File: src/rtl/clock_div_pkg.sv
// Shared constants for the runtime-selectable clock divider: half-period table,
// controller state encoding and default selection widths.
package clock_div_pkg;

    localparam int DEF_SEL_W = 2;
    localparam int DEF_N_SEL = 4;

    // Half-period of clk_out in clk_in cycles, indexed by selection code.
    localparam int unsigned HALF_TABLE [4] = '{32'd1, 32'd2, 32'd5, 32'd50};

    typedef enum logic {
        RUN  = 1'b0,
        PEND = 1'b1
    } ctrl_state_e;

    function automatic int unsigned half_of(input int unsigned sel);
        return (sel < 32'd4) ? HALF_TABLE[sel[1:0]] : HALF_TABLE[0];
    endfunction

endpackage

File: src/rtl/clock_div_core.sv
// Toggle counter producing a 50 % duty clk_out from a loadable half-period.
// Optional tick output is compiled in with CLKDIV_CTRL_TICK_EN.
module clock_div_core #(
    parameter int CNT_W = 32
) (
    input  logic             clk_in,
    input  logic             reset,
    input  logic [CNT_W-1:0] half,
    output logic             clk_out,
    output logic             boundary
`ifdef CLKDIV_CTRL_TICK_EN
    ,
    output logic             tick
`endif
);

    logic [CNT_W-1:0] cnt;
    logic             wrap;

    assign wrap     = (cnt == half - CNT_W'(1));
    // The falling-edge wrap is the only point where a new half-period may take over.
    assign boundary = wrap && clk_out;

    always_ff @(posedge clk_in) begin
        if (reset) begin
            cnt     <= '0;
            clk_out <= 1'b0;
        end else if (wrap) begin
            cnt     <= '0;
            clk_out <= ~clk_out;
        end else begin
            cnt     <= cnt + CNT_W'(1);
        end
    end

`ifdef CLKDIV_CTRL_TICK_EN
    always_ff @(posedge clk_in) begin
        if (reset) begin
            tick <= 1'b0;
        end else begin
            tick <= wrap && !clk_out;
        end
    end
`endif

endmodule

File: src/rtl/clock_div_controller.sv
// Glitch-free clock divider controller: accepts divide-ratio changes and applies
// them on a clk_out falling edge. Define CLKDIV_CTRL_TICK_EN to add the tick output.
module clock_div_controller
    import clock_div_pkg::*;
#(
    parameter int SEL_W     = DEF_SEL_W,
    parameter int N_SEL     = DEF_N_SEL,
    parameter int RESET_SEL = 0,
    parameter int CNT_W     = 32
) (
    input  logic             clk_in,
    input  logic             reset,
    input  logic [SEL_W-1:0] sel_req,
    input  logic             sel_valid,
    output logic             sel_ready,
    output logic             clk_out,
    output logic [SEL_W-1:0] sel_cur,
    output logic             busy
`ifdef CLKDIV_CTRL_TICK_EN
    ,
    output logic             tick
`endif
);

    localparam logic [31:0] N_SEL_U = 32'(N_SEL);

    ctrl_state_e      state;
    logic [SEL_W-1:0] sel_next;
    logic [CNT_W-1:0] half_cur;
    logic             boundary;
    logic             req_useful;

    // Handshake: a request transfers on any clk_in edge where sel_valid and
    // sel_ready are both high; the requester holds sel_req/sel_valid until then.
    assign sel_ready  = (state == RUN) && !reset;
    assign busy       = (state == PEND);
    assign half_cur   = CNT_W'(half_of(32'(sel_cur)));
    assign req_useful = (sel_req != sel_cur) && (32'(sel_req) < N_SEL_U);

    clock_div_core #(
        .CNT_W (CNT_W)
    ) u_core (
        .clk_in   (clk_in),
        .reset    (reset),
        .half     (half_cur),
        .clk_out  (clk_out),
        .boundary (boundary)
`ifdef CLKDIV_CTRL_TICK_EN
        ,
        .tick     (tick)
`endif
    );

    // A request accepted on the boundary edge itself only becomes PEND after
    // that edge, so it waits for the following falling edge.
    always_ff @(posedge clk_in) begin
        if (reset) begin
            state    <= RUN;
            sel_cur  <= SEL_W'(RESET_SEL);
            sel_next <= SEL_W'(RESET_SEL);
        end else begin
            case (state)
                RUN: begin
                    if (sel_valid && req_useful) begin
                        sel_next <= sel_req;
                        state    <= PEND;
                    end
                end
                PEND: begin
                    if (boundary) begin
                        sel_cur <= sel_next;
                        state   <= RUN;
                    end
                end
                default: state <= RUN;
            endcase
        end
    end

endmodule

File: config.mk
export PLATFORM = sky130hd
export DESIGN_NAME = clock_div_controller
export DESIGN_NICKNAME = d
export VERILOG_FILES = /design/src/rtl/clock_div_pkg.sv /design/src/rtl/clock_div_core.sv /design/src/rtl/clock_div_controller.sv
export SDC_FILE = /design/constraint.sdc
export NUM_CORES = 1
export LEC_CHECK = 0
export CAP_MARGIN = 15
export CORE_UTILIZATION = 55
export DETAILED_ROUTE_END_ITERATION = 6
export PLACE_DENSITY = 0.71
export SETUP_SLACK_MARGIN = 0.02
export SKIP_CTS_REPAIR_TIMING = 1
export SLEW_MARGIN = 20
export SYNTH_ARGS = -nofsm -noshare
export SYNTH_HDL_FRONTEND = slang
export SYNTH_SLANG_ARGS = --single-unit
File: constraint.sdc
create_clock -name clk_in -period 2.35 [get_ports clk_in]
set_clock_uncertainty 0.05 [all_clocks]
set_input_delay 0.235 -clock clk_in [delete_from_list [all_inputs] [get_ports clk_in]]
set_output_delay 0.235 -clock clk_in [all_outputs]
set_load 0.01 [all_outputs]
# ---- Word level (Yosys, flattened, before mapping)
# Index checks and enable logic that the tools add are counted.
dict set report word_totals {
  register_bits 38
}
dict set report op_classes {
  n_mux 6
  reduce_logical 7
  n_bitwise 3
  n_eq_ne 2
  add_sub_neg 2
  n_lt_le_gt_ge 1
}
# cell n
set ops {}
lappend ops {{binary-select mux 32 bit (select 2 bit)} 1}
lappend ops {{2-to-1 mux 32 bit} 2}
lappend ops {{adder 32 x 1 -> 32 bit (second input constant)} 1}
lappend ops {{equality test 32 bit} 1}
lappend ops {{subtractor 32 x 1 -> 32 bit (second input constant)} 1}
lappend ops {{AND reduction 2 bit} 2}
lappend ops {{greater-or-equal comparator 3 bit (second input constant)} 1}
lappend ops {{logical AND 1 bit} 3}
lappend ops {{inverter 2 -> 3 bit} 1}
lappend ops {{2-to-1 mux 1 bit} 2}
lappend ops {{!= test 2 bit} 1}
lappend ops {{inverter 1 bit} 2}
lappend ops {{case mux 1 bit (2 select lines)} 1}
lappend ops {{OR reduction 2 bit} 1}
lappend ops {{logical NOT 1 bit} 1}

# ---- Longest topological paths before layout
# Gate-level depths: netlist of run 1.
dict set report depth {
  ltp_word 9
  depth_mapped 9
  ltp_nobuf 7
}

# ---- Modules after synthesis
# Synthesis of run 1 repeated with hierarchy kept, for this count alone.
dict set report hier_totals {
  hier_cells 358
  hier_area_um2 2834.0
}
# mod n_inst area_each_um2 cells_per_inst seq_area_each_um2
set modules_own_cells {}
lappend modules_own_cells {clock_div_core 1 2566.2 328 660.6}
lappend modules_own_cells {clock_div_controller 1 267.8 30 100.1}

# ---- Least setup slack after synthesis of run 1
# Ideal clock, no wire load.
dict set report synth_timing {
  path_kind {register -> register}
  start {reg sel_cur[0]}
  end {reg u_core.cnt[2]}
  slack_ps 366
  setup_ps 115
  required_time_ps 2185
  path_stages_with_launch 10
  arrival_time_ps 1819
  path_cell_list {dfxtp_1 buf_2 inv_1 ha_1 nor2b_2 o41ai_4 o211ai_1 o21bai_2 buf_4 nor2_1}
}
dict set report synth_between {
  elab_chain_cells 7
}
# element line_no
set synth_lines {}
lappend synth_lines {{start, declared} clock_div_controller.sv:17} ;# output logic [SEL_W-1:0] sel_cur,
lappend synth_lines {{start signal, assigned} clock_div_controller.sv:59} ;# sel_cur <= SEL_W'(RESET_SEL);
lappend synth_lines {{start signal, assigned} clock_div_controller.sv:71} ;# sel_cur <= sel_next;
lappend synth_lines {{inverter 2 -> 3 bit (not written as such)} clock_div_pkg.sv:17} ;# return (sel < 32'd4) ? HALF_TABLE[sel[1:0]] : HALF_TABLE[0];
lappend synth_lines {{binary-select mux 32 bit (select 2 bit)} clock_div_pkg.sv:17}
lappend synth_lines {{2-to-1 mux 32 bit (not written as such) (2 in a row)} clock_div_pkg.sv:17}
lappend synth_lines {{subtractor 32 x 1 -> 32 bit} clock_div_core.sv:20} ;# assign wrap = (cnt == half - CNT_W'(1));
lappend synth_lines {{equality test 32 bit} clock_div_core.sv:20}
lappend synth_lines {{OR reduction 2 bit (no line)} -}
lappend synth_lines {{end signal, assigned} clock_div_core.sv:32} ;# cnt <= cnt + CNT_W'(1);
lappend synth_lines {{end, declared} clock_div_core.sv:17} ;# logic [CNT_W-1:0] cnt;
# Every way passes these cells. The select of a mux whose other input is x is not followed.
# A chain may end at the register's enable or synchronous reset.

# ---- Final worst setup path of run 1
dict set report layout_timing {
  start {reg sel_cur[0]}
  end {reg u_core.cnt[21]}
}
# Same word-level chain as after synthesis.

==> results.yml, run 1 <==
status:
  status: "finished, final reports clean"
clock_network:
  numCtsBuffers: 5
  cts_max_path_buffers: 2
  path_clk_slew_ns: 0.11
  cts.sinks: 38
  cts_tree: "yes"
  htreeDepth: 2
  ctsRootBufferMaster: "clkbuf_4"
  clock_latency_ns: 0.35
timing:
  max_clock_freq_mhz: 471
  tightestPinTransition_ns: 0.431
  fin_setup_tns_ns: 0
  rsz0062_at_grt: "false"
  fin_crit_ns: 2.12
  min_period_over_period: 0.904
  slew_headroom: 0.710
  setup_viol: 0
  hold_viol: 0
  final_max_slew_viol_count: 0
  worst_hold_slack_ns: 0.451
floorplanning:
  die_w_um: 60.1
  fp-row-count: 20
  die_area_um2: 3610
  die_y_um: 60.1
  initial_utilization: 0.593
  core-area_um2: 3130
  ioPinCount: 10
synth:
  yosysTopAreaCell: "dfxtp_1"
  yosysTopAreaCellShare: 0.410
  ys_seq_area_frac: 0.410
  syn_inst: 210
  avgSynthCellArea_um2: 8.83
  synth_area_um2: 1850
  synth_nets: 217
  synth_warnings: 0
  ys_ff_latch: 38
  synth_top_cells_by_area: "dfxtp_1 (41%), xor2_1 (11%), nor2_1 (8.5%)"
  synth_cell_types: 33
routing:
  vias_per_cell: 5.54
  drt_iter0_drc: 103
  route.detailed.drc: 0
  first_pass_iters: 4
  wl_per_cell_um: 13.8
  via_count: 1480
  ant_nets: 0
  routed_wl_mm: 3.69
finish:
  fill_cells: 272
  fin_nets: 229
  fin_util: 0.653
  design_area_um2: 2040
  final_common_cell: "nor2_1"
  finalNonFillerCells: 267
  area_growth_pct: 10.2
  layout_common_cells: "nor2_1 (42), dfxtp_1 (37), xor2_1 (24), nand3_1 (17)"
  drive_gt1_frac: 0.0807
  n_antenna_cell: 0
grt:
  antenna_found_initial: 0
  grt_pass1_wl_mm: 6.18
  grt_usage: 0.239
  first_global_vias: 1374
  grt_max_degree: 22
  grt_overflow: 0
setup_path:
  critPathRequiredTime_ns: 2.54
  critPathLaunchType: "flop"
  r2r_start: "sel_cur[0]$_SDFFE_PP0P_"
  r2r_slack_ns: 0.23
  cp-end-kind: "flop"
  crit_type: "reg2reg"
  rr_worst_depth: 8
  cp_max_fo: 21
  rr_endpoint: "u_core.cnt[21]$_SDFF_PP0_"
  cp-endpoint: "u_core.cnt[21]$_SDFF_PP0_"
  worstPathArrival_ns: 2.31
  startpoint: "sel_cur[0]$_SDFFE_PP0P_"
place:
  dp_hpwl_mm: 2.74
  dp.cells: 259
  place_area_um2: 1980
  place.gp.congestion: 0.806
  port_buffers: 9
power:
  powerDensity_nw_per_um2: 546
  peakVddDrop_mv: 0.382
  p_leak_nw: 0.687
run:
  drv_cap: 0
min_path:
  min_path_cells: 2
  min-delay-path-class: "reg2reg"
[Yosys cell counts]
master / instances
o221ai_2: 1
nor2_1: 42
clkbuf_1: 2
xor2_1: 24
or3_1: 1
mux2i_1: 2
nor3_4: 1
o41ai_4: 1
o21bai_2: 1
dfxtp_1: 38
xnor2_1: 10
nand2_1: 8
o2111ai_1: 2
nor3_1: 3
ha_1: 2
and2_1: 1
nor2b_2: 1
a211oi_2: 1
o2111a_1: 1
buf_4: 3
o21ai_0: 4
and4bb_1: 1
o211ai_1: 1
nor4_1: 4
a21oi_1: 6
nand2b_1: 2
nand4_1: 10
o221a_2: 1
and3_1: 8
buf_2: 2
inv_1: 4
nand3_1: 17
and4_1: 5
[kinds of logic after synthesis]
kind of cell,Yosys count,synth area share
compound gates,19,0.0884
fa+ha+maj,2,0.0135
simple gates,104,0.287
mux,2,0.0108
flops,38,0.410
buf+inv,11,0.0297
xor+xnor,34,0.161
[worst max-delay path, stage by stage (launching register included)]
cell      delay, ns
dfxtp_2        0.43
inv_1          0.08
ha_1           0.22
nor2b_2        0.19
o41ai_4        0.31
o211ai_1       0.21
o21bai_2       0.17
buf_4          0.26
nor2_1         0.08
[through the flow]
stage	worst slack (ns)	total power, mW
2_1_floorplan	0.366	0.738
3_3_place_gp	0.289	0.770
3_5_place_dp	0.168	0.772
4_1_cts	0.135	1.12
6_report	0.226	1.12
5_1_grt	0.0487	1.17
[registers in the layout, summed over array words and instances (netlist names)]
| register | cells |
|---|---|
| u_core.clk_out | 1 |
| u_core.cnt | 32 |
| sel_next | 2 |
| busy | 1 |
| sel_cur | 2 |
[metal layers]
layer,vias to the layer above,track usage,share of wire
met1,694,0.314,0.48
li1,754,-,-
met5,-,0,0
met2,25,0.363,0.46
met3,7,0.0779,0.047
met4,0,0.0897,0.012
[layout make-up]
class                      instances  area (um^2)  area share
inverter                           4         15.0     0.00735
clock inverter                     1         5.00     0.00245
clock buffer                       7         55.1      0.0269
timing repair buffer              12          113      0.0551
multi-input combinational        161         1040       0.508
tap                               44         55.1      0.0269
sequential                        38          762       0.373
[where the power goes]
group / switching [mW] / total [mW] / internal (mW)
clock: 0.213 / 0.358 / 0.145
sequential: 0.0115 / 0.666 / 0.654
combinational: 0.0472 / 0.0927 / 0.0455
[how the worst min path moves through the flow]
stage / startpoint / end / slack (ns)
after floorplan: sel_req[0] / sel_next[0]$_SDFFE_PP0P_ / 0.33
after global placement: sel_next[1]$_SDFFE_PP0P_ / sel_cur[1]$_SDFFE_PP0P_ / 0.42
after detailed placement: sel_next[1]$_SDFFE_PP0P_ / sel_cur[1]$_SDFFE_PP0P_ / 0.44
after CTS: sel_next[1]$_SDFFE_PP0P_ / sel_cur[1]$_SDFFE_PP0P_ / 0.45
after global routing: sel_next[0]$_SDFFE_PP0P_ / sel_cur[0]$_SDFFE_PP0P_ / 0.48
final: sel_next[1]$_SDFFE_PP0P_ / sel_cur[1]$_SDFFE_PP0P_ / 0.45
Power figures use the tool's default switching activity.
==> inputs of run 2 (changes only) <==
--- a/config.mk
+++ b/config.mk
@@ -5,10 +5,11 @@
 export SDC_FILE = /design/constraint.sdc
 export NUM_CORES = 1
 export LEC_CHECK = 0
+export ABC_AREA = 1
 export CAP_MARGIN = 15
 export CORE_UTILIZATION = 55
 export DETAILED_ROUTE_END_ITERATION = 6
-export PLACE_DENSITY = 0.71
+export PLACE_DENSITY = 0.7
 export SETUP_SLACK_MARGIN = 0.02
 export SKIP_CTS_REPAIR_TIMING = 1
 export SLEW_MARGIN = 20
==> run 2 against run 1 <==
  * Flip-flop and latch count unchanged
  * Routed wire length increased by 45%
  * Combinational power increased to 6.3 times the previous value
  * Critical path depth increased by 1
  * Worst setup slack got worse by 0.039 ns
  * Worst hold slack got worse by 0.040 ns
  * Sequential share of layout area decreased by 7.8 points
  * Non-clock buffer count decreased by 2
  * Utilization decreased by 1.7 points
  * Area after synthesis increased by 28%
  * Largest cell class unchanged
  * Largest power group unchanged
  * Highest routed layer unchanged
==> results.yml, run 2 <==
status:
  status: "finished, final reports clean"
finish:
  regMostFlops: "u_core.cnt"
  largest_reg_flops: 32
  top_regs: "u_core.cnt x32, sel_cur x2, sel_next x2"
  layout_common_cells: "nand2_1 (96), nor2_1 (56), inv_1 (42), dfxtp_1 (38), nand3_1 (21)"
  drive_gt1_frac: 0.107
  fin_nets: 381
  finalNonFillerCells: 424
  n_antenna_cell: 0
  final_common_cell: "nand2_1"
  area_growth_pct: 8.70
power:
  p_leak_nw: 1.01
  powerDensity_nw_per_um2: 675
  finalPower_mw: 1.74
  peakVddDrop_mv: 0.290
timing:
  hold_viol: 0
  min_period_over_period: 0.921
  fin_setup_tns_ns: 0
  setup_viol: 0
  slew_headroom: 0.706
  final_max_slew_viol_count: 0
  fin_crit_ns: 2.16
  max_clock_freq_mhz: 462
  tightestPinTransition_ns: 0.437
  rsz0062_at_grt: "false"
clock_network:
  cts.sinks: 38
  ctsRootBufferMaster: "clkbuf_8"
  cts_max_path_buffers: 2
  htreeDepth: 2
  numCtsBuffers: 5
  path_clk_slew_ns: 0.08
  cts_tree: "yes"
  clock_latency_ns: 0.29
synth:
  yosysTopAreaCellShare: 0.321
  synth_area_um2: 2370
  synth_top_cells_by_area: "dfxtp_1 (32%), nand2_1 (15%), nor2_1 (8.9%)"
  syn_inst: 362
  synth_cell_types: 34
  synth_warnings: 0
  synthTopCellsByCount: "nand2_1 (96), nor2_1 (56), inv_1 (42)"
  synth.most_common_cell: "nand2_1"
  ys_seq_area_frac: 0.321
  synth_edf_count: 0
  synthFlopType: "dfxtp_1"
  ys_ff_latch: 38
  async_flop_share: 0
  yosysTopAreaCell: "dfxtp_1"
  avgSynthCellArea_um2: 6.56
  synth_nets: 369
floorplanning:
  initial_utilization: 0.585
  die_area_um2: 4580
  core-area_um2: 4060
  die_y_um: 67.7
  fp-row-count: 23
  ioPinCount: 10
  die_w_um: 67.7
grt:
  grt_usage: 0.261
  grt_max_degree: 18
  antenna_found_initial: 0
  grt_overflow: 0
  first_global_vias: 1967
  grt_pass1_wl_mm: 8.80
setup_path:
  worstPathArrival_ns: 2.30
  critPathLaunchType: "flop"
  critPathRequiredTime_ns: 2.48
  cp_max_fo: 17
  crit_type: "reg2reg"
  r2r_slack_ns: 0.19
  cp-end-kind: "flop"
routing:
  routed_wl_mm: 5.36
  first_pass_iters: 4
  wl_per_cell_um: 12.6
  vias_per_cell: 5.13
  route.detailed.drc: 0
  via_count: 2177
  drt_iter0_drc: 88
  ant_nets: 0
min_path:
  min-delay-path-class: "reg2reg"
place:
  port_buffers: 9
  place.gp.congestion: 0.839
  dp_hpwl_mm: 4.18
  dp.cells: 417
run:
  drv_cap: 0
-- run 2: final cells by class --
| class | count | area [um^2] |
|---|---|---|
| Tap cell | 50 | 62.6 |
| Clock buffer | 7 | 76.3 |
| Multi-Input combinational cell | 271 | 1390 |
| Timing Repair Buffer | 10 | 110 |
| Fill cell | 406 | 1480 |
| Inverter | 48 | 183 |
| Sequential cell | 38 | 761 |
-- run 2: worst max-delay path, stage by stage (launching register included) --
cell,delay (ns)
dfxtp_1,0.45
inv_2,0.11
ha_1,0.26
inv_1,0.07
nor2_1,0.06
o21ai_0,0.25
nand3_2,0.15
o21ai_4,0.37
buf_12,0.21
nor2_1,0.06
-- run 2: through the flow --
step / util / area, um^2 / setup slack [ns] / hold WS, ns
finish: 0.636 / 2580 / 0.186 / 0.411
global route: 0.636 / 2580 / 0.0826 / 0.440
CTS: 0.636 / 2580 / 0.208 / 0.412
detailed placement: 0.617 / 2500 / 0.220 / 0.400
global placement: 0.617 / 2500 / 0.256 / 0.396
floorplan: - / 2370 / 0.464 / 0.254
-- run 2: logic make-up (layout without fill, tap and decap cells) --
group,Yosys count,in the layout,share of synthesized area
compound gates,28,28,0.0654
xor+xnor,12,12,0.0443
fa+ha+maj,2,2,0.0105
buf+inv,53,65,0.0949
flops,38,38,0.321
simple gates,229,229,0.464
-- run 2: where the power goes --
| part | total, mW | switching (mW) | internal (mW) | leakage, nW |
|---|---|---|---|---|
| clock | 0.428 | 0.223 | 0.205 | 0.0383 |
| combinational | 0.583 | 0.357 | 0.225 | 0.660 |
| sequential | 0.732 | 0.0524 | 0.680 | 0.307 |
| total | 1.74 | 0.633 | 1.11 | 1.01 |
-- run 2: worst paths after layout --
check	startpoint	end	depth (start not counted)
max	sel_cur[0]$_SDFFE_PP0P_	u_core.cnt[15]$_SDFF_PP0_	9
min	sel_next[0]$_SDFFE_PP0P_	sel_next[0]$_SDFFE_PP0P_	2
max reg2reg	sel_cur[0]$_SDFFE_PP0P_	u_core.cnt[15]$_SDFF_PP0_	9
min reg2reg	sel_next[0]$_SDFFE_PP0P_	sel_next[0]$_SDFFE_PP0P_	2
-- run 2: layer usage --
| metal | part of all wire | routed length [um] | up-vias | global-route usage |
|---|---|---|---|---|
| met2 | 0.47 | 2510 | 37 | 0.438 |
| met3 | 0.035 | 190 | 12 | 0.0642 |
| met1 | 0.48 | 2580 | 955 | 0.316 |
| met5 | 0 | 0 | - | 0 |
| li1 | - | - | 1173 | - |
| met4 | 0.015 | 78 | 0 | 0.101 |
